--- src/rtl/axi_apb_arbiter.sv ---
// axi_apb_arbiter: round-robin sharing of one downstream APB slave between two APB requesters,
// with registered outputs and an optional ACCESS-phase timeout.
module axi_apb_arbiter #(
    parameter int AXI_ADDR_WIDTH = 4,
    parameter int AXI_DATA_WIDTH = 32,
    parameter int TIMEOUT        = 16
) (
    input  logic                            S_AXI_ACLK,
    input  logic                            S_AXI_ARESET,
    input  logic [1:0]                      S_PSEL,
    input  logic [1:0]                      S_PENABLE,
    input  logic [2*AXI_ADDR_WIDTH-1:0]     S_PADDR,
    input  logic [1:0]                      S_PWRITE,
    input  logic [2*AXI_DATA_WIDTH-1:0]     S_PWDATA,
    input  logic [2*AXI_DATA_WIDTH/8-1:0]   S_PSTRB,
    input  logic [5:0]                      S_PPROT,
    output logic [1:0]                      S_PREADY,
    output logic [AXI_DATA_WIDTH-1:0]       S_PRDATA,
    output logic                            S_PSLVERR,
    output logic                            PSEL,
    output logic                            PENABLE,
    output logic                            PWRITE,
    output logic [AXI_ADDR_WIDTH-1:0]       PADDR,
    output logic [AXI_DATA_WIDTH-1:0]       PWDATA,
    output logic [AXI_DATA_WIDTH/8-1:0]     PSTRB,
    output logic [2:0]                      PPROT,
    input  logic                            PREADY,
    input  logic [AXI_DATA_WIDTH-1:0]       PRDATA,
    input  logic                            PSLVERR,
    output logic                            GRANT
);
    localparam int AW = AXI_ADDR_WIDTH;
    localparam int DW = AXI_DATA_WIDTH;
    localparam int SW = AXI_DATA_WIDTH / 8;
    localparam int CW = (TIMEOUT > 0) ? $clog2(TIMEOUT + 1) : 1;
    localparam logic [CW-1:0] TO = CW'(TIMEOUT);
    localparam logic [1:0] IDLE   = 2'd0;
    localparam logic [1:0] SETUP  = 2'd1;
    localparam logic [1:0] ACCESS = 2'd2;
    localparam logic [1:0] DONE   = 2'd3;

    logic [1:0]    r_state, w_nxt;
    logic          r_grant, w_win, w_tmo;
    logic [CW-1:0] r_cnt, w_cnt_inc;
    logic          r_psel, r_penable, r_pwrite, r_sslverr;
    logic [AW-1:0] r_paddr, w_paddr;
    logic [DW-1:0] r_pwdata, r_srdata, w_pwdata;
    logic [SW-1:0] r_pstrb, w_pstrb;
    logic [2:0]    r_pprot, w_pprot;
    logic [1:0]    r_sready;
    logic          w_pwrite;
    logic          w_unused;

    // A requester counts as pending on PSEL alone, so the enable phase carries no information here
    assign w_unused = ^S_PENABLE;

    // Round-robin: on contention the requester that did not own the last transfer wins
    assign w_win    = (S_PSEL == 2'b11) ? ~r_grant : S_PSEL[1];
    assign w_paddr  = w_win ? S_PADDR[2*AW-1:AW]   : S_PADDR[AW-1:0];
    assign w_pwdata = w_win ? S_PWDATA[2*DW-1:DW]  : S_PWDATA[DW-1:0];
    assign w_pstrb  = w_win ? S_PSTRB[2*SW-1:SW]   : S_PSTRB[SW-1:0];
    assign w_pprot  = w_win ? S_PPROT[5:3]         : S_PPROT[2:0];
    assign w_pwrite = w_win ? S_PWRITE[1]          : S_PWRITE[0];

    assign w_cnt_inc = (&r_cnt) ? r_cnt : r_cnt + 1'b1;
    assign w_tmo     = (TIMEOUT != 0) && (w_cnt_inc == TO);

    assign w_nxt = (r_state == IDLE)   ? (|S_PSEL ? SETUP : IDLE) :
                   (r_state == SETUP)  ? ACCESS :
                   (r_state == ACCESS) ? ((PREADY || w_tmo) ? DONE : ACCESS) : IDLE;

    always_ff @(posedge S_AXI_ACLK or posedge S_AXI_ARESET) begin
        if (S_AXI_ARESET) begin
            r_state   <= IDLE;
            r_grant   <= 1'b1;
            r_cnt     <= '0;
            r_psel    <= 1'b0;
            r_penable <= 1'b0;
            r_pwrite  <= 1'b0;
            r_paddr   <= '0;
            r_pwdata  <= '0;
            r_pstrb   <= '0;
            r_pprot   <= '0;
            r_sready  <= '0;
            r_srdata  <= '0;
            r_sslverr <= 1'b0;
        end else begin
            r_state   <= w_nxt;
            r_psel    <= (w_nxt == SETUP) || (w_nxt == ACCESS);
            r_penable <= w_nxt == ACCESS;
            r_sready  <= (w_nxt == DONE) ? (r_grant ? 2'b10 : 2'b01) : 2'b00;
            if (r_state == IDLE && |S_PSEL) begin
                r_grant  <= w_win;
                r_paddr  <= w_paddr;
                r_pwdata <= w_pwdata;
                r_pstrb  <= w_pstrb;
                r_pprot  <= w_pprot;
                r_pwrite <= w_pwrite;
            end
            if (r_state == SETUP)
                r_cnt <= '0;
            else if (r_state == ACCESS && !PREADY)
                r_cnt <= w_cnt_inc;
            // A real PREADY takes precedence over a timeout landing on the same edge
            if (r_state == ACCESS && w_nxt == DONE) begin
                r_srdata  <= (PREADY && !r_pwrite) ? PRDATA : '0;
                r_sslverr <= PREADY ? PSLVERR : 1'b1;
            end
        end
    end

    assign S_PREADY  = r_sready;
    assign S_PRDATA  = r_srdata;
    assign S_PSLVERR = r_sslverr;
    assign PSEL      = r_psel;
    assign PENABLE   = r_penable;
    assign PWRITE    = r_pwrite;
    assign PADDR     = r_paddr;
    assign PWDATA    = r_pwdata;
    assign PSTRB     = r_pstrb;
    assign PPROT     = r_pprot;
    assign GRANT     = r_grant;
endmodule

--- config.mk ---
export PLATFORM = sky130hd
export DESIGN_NAME = axi_apb_arbiter
export DESIGN_NICKNAME = d
export VERILOG_FILES = /design/src/rtl/axi_apb_arbiter.sv
export SDC_FILE = /design/constraint.sdc
export NUM_CORES = 1
export LEC_CHECK = 0
export CORE_ASPECT_RATIO = 1.4
export CORE_UTILIZATION = 39
export CTS_CLUSTER_DIAMETER = 50
export DETAILED_ROUTE_END_ITERATION = 16
export PLACE_DENSITY = 0.81
export SETUP_SLACK_MARGIN = 0.02
export SYNTH_ARGS = -nofsm -noshare
export SYNTH_HDL_FRONTEND = slang
export SYNTH_SLANG_ARGS = --single-unit
--- constraint.sdc ---
create_clock -name S_AXI_ACLK -period 4.35 [get_ports S_AXI_ACLK]
set_input_delay 1.305 -clock S_AXI_ACLK [delete_from_list [all_inputs] [get_ports S_AXI_ACLK]]
set_output_delay 1.305 -clock S_AXI_ACLK [all_outputs]
set_load 0.02 [all_outputs]
==> impl_results.md <==
* Io pins at 210
* Lkg Pwr at 2.79 nW
* Setup crit start kind: input port
* Die ar. at 0.0101 sq mm
* Routability cong. at 0.756
* Fmax at 330 MHz
* Most frequent cells in the layout: clkdlybuf4s50_1 (207), dfrtp_1 (88), nand2_1 (53)
* Kind of critical path: input port to register
* Clock Power Share at 20.0%
* Maximum vdd drop at 0.268 mV
* Top cell type's share of synthesized area at 58.0%
* CTS resizes at 0
* Root Buffer Master: clkbuf_16
* CTS buffer count at 9
* Initial Util at 40.2%
* Sequential cell area at 0.00223 sq mm
* Clock Latency Late Sink at 330 ps
* Largest family of logic cells by synthesized area: compound AO/OA/AOI/OAI gates
* CTS Sinks at 89
* Largest net degree at the start of global routing at 90
* Synth async-reset ratio at 100%
* Worst endpoint required time at 4620 ps
* Post-layout nets at 664
* Worst-margin pin slew at 655 ps
* Critical path's slowest cell: clkdlybuf4s50_1
* Min Tclk post-route at 3030 ps
* Synth area leader: dfrtp_1
* ANT nets after route at 0
* Number of endpoints failing setup at the final stage at 0
* Vias in the first global route at 3343
* Clk slew on worst S/H paths at 60 ps
* Area contributors post-synth: dfrtp_1 (58%), mux2i_1 (12%), a22o_1 (7.4%)
* Yosys cell types at 33
* Register area share after synthesis at 58.6%
* Buf/Inv on CP at 2
* Predominant post-synthesis flop cell: dfrtp_1
* Synth Area in Compound Gates at 16.0%
* Chip Height at 119 um
* Setup TNS at 0 ps
* Max-Cap Viols at 0
* CTS Hold Bufs at 0
* Post-synthesis adder-cell area fraction at 1.98%
* Drt drc at 0
* Antenna Cells at 0
* Syn nets at 461
* Syn. warnings at 0
* DR iter-0 viols at 97
* Most common cell after layout, fill and taps aside: clkdlybuf4s50_1
* CTS tree: done
* Clk_skew at 5.64 ps
* Worst path max stage delay at 530 ps
* Switching Fraction at 36.4%
* Post-route clock period utilization at 69.6%
* P_int at 2.84 mW
* Max-slew headroom at 56.3%
* Xor/xnor cell area share of the yosys netlist at 0.230%
* Setup repair bufs after CTS at 0
* Die Wd at 85.4 um
* Multi-input gate area at 0.00148 sq mm
* # rows at 42
* Synth Area per Inst at 11.6 sq um
* First-pass GRT wire length at 16.0 mm
* Grt ovf at 0
* Hold Vio Cnt, Final at 0
* Routed len/inst at 15.4 um
* P_sw at 1.63 mW
* IO buf count at 207
* Total wire length at 9.95 mm
* Post-synth EDFFs at 0
* Drt pass-1 iters at 4
* Hold crit path type: register to register
* Final slew viol count at 0
* Comb power frac at 47.7%
* Crit path arrival time at 3290 ps
* Critical Path Fanout Max at 34
* Tot Pwr at 4.47 mW
* Initial antenna violation count at 0
* Core area at 0.00946 sq mm
* CP delay by family, top: buffers and inverters
* Fillers at 742
* Share of cells above drive strength 1 at 5.05%
* Post-Synth Simple-Gate Area at 8.23%
* Clock tree buffer depth at 2
* Area Growth Syn to Fin at 67.5%
* Via density at 4.97
* RSZ-0062 raised after global routing: false
* Syn Inst Count at 327
* Crit-path cells: clkdlybuf4s50_1 -> o21a_1 -> a221o_1 -> ha_1 -> nand2_1 -> buf_4 -> a22o_1
* Synthesized flop and latch total at 89
* DR vias at 3207
* Setup slack, reg-to-reg at 1670 ps
* PwrDens at 702 mW/mm^2
* Mux contribution to synthesized area at 11.9%
* CP endpoint kind: register
* DP HPWL at 7.47 mm
* Seq pwr share at 32.3%
* Post-Syn Area at 0.00380 sq mm
* Status: finished clean
* Htree depth at 3
* Global Route Usage Sum at 20.3%
==> tightest hold or removal path: cells and delay by family, from the launching register on <==
kind,cells,cell delay (ps)
AND/OR/NAND/NOR,1,50
AO/OA/AOI/OAI,1,60
flip-flops,1,340
==> logic make-up after synthesis <==
kind of cell	count (synthesis)
AO/OA/AOI/OAI	92
adder cells (fa/ha/maj)	6
buffers and inverters	24
multiplexers	45
flip-flops	89
AND/OR/NAND/NOR	70
XOR/XNOR	1
==> layout make-up <==
cell class | count | share of cell area (%)
clock buffers | 9 | 3.54
flip-flops and latches | 89 | 35.0
well taps | 110 | 2.16
clock inverters | 7 | 1.97
inverters | 4 | 0.256
multi-input cells | 214 | 23.3
repair buffers | 212 | 33.7
==> power by group through the flow <==
stage          Clock (mW)  Sequential, mW  Combinational (mW)
3_3_place_gp            0            1.43                2.11
3_5_place_dp            0            1.46                2.14
6_report            0.893            1.44                2.13
5_1_grt             0.948            1.49                2.29
4_1_cts             0.912            1.45                2.16
2_1_floorplan           0            1.87               0.682
==> synth_stat cells, types with 2 or more instances <==
| master | number |
|---|---|
| o21a_1 | 2 |
| clkbuf_1 | 9 |
| a22o_1 | 32 |
| o21ai_1 | 45 |
| inv_1 | 4 |
| nor2b_1 | 4 |
| mux2i_1 | 45 |
| nand2_1 | 53 |
| a21oi_1 | 5 |
| dfrtp_1 | 88 |
| ha_1 | 6 |
| buf_4 | 5 |
| nor2_1 | 4 |
| buf_2 | 6 |
==> final timing paths <==
| path | start | end | depth (start not counted) |
|---|---|---|---|
| worst min register to register | PWDATA[7] | PWDATA[7] | 2 |
| worst min-delay path | PWDATA[7] | PWDATA[7] | 2 |
| worst max-delay path | S_PSEL[0] | S_PRDATA[26] | 7 |
| min in group asynchronous | S_AXI_ARESET | S_PRDATA[30] | 3 |
| max in group asynchronous | S_AXI_ARESET | S_PRDATA[9] | 3 |
| worst max register to register | r_cnt[0] | S_PRDATA[26] | 9 |
==> per-stage QoR <==
stage               hold slack (ps)  worst slack, ps  std cells  cell area [sq um]  util (%)
floorplan                       543              740        327               3800         -
global placement                466             1020        629               6010      63.6
detailed placement              474              976        629               6010      63.6
CTS                             488             1310        645               6360      67.3
global route                    495             1240        645               6360      67.3
finish                          482             1320        645               6360      67.3
==> state kept, by name (all words and copies together) (netlist names), 2 cells and up <==
| name | cells |
|---|---|
| PADDR | 4 |
| PPROT | 3 |
| PSTRB | 4 |
| PWDATA | 32 |
| S_PRDATA | 32 |
| S_PREADY | 2 |
| r_cnt | 5 |
| r_state | 2 |
==> routing by layer <==
layer	track usage (%)	vias to the layer above	wire [um]
met1	21.4	1475	3560
met4	8.33	0	247
met5	0	-	0
li1	-	1566	-
met3	6.56	19	866
met2	36.6	147	5270
(Power assumes the default switching activity.)
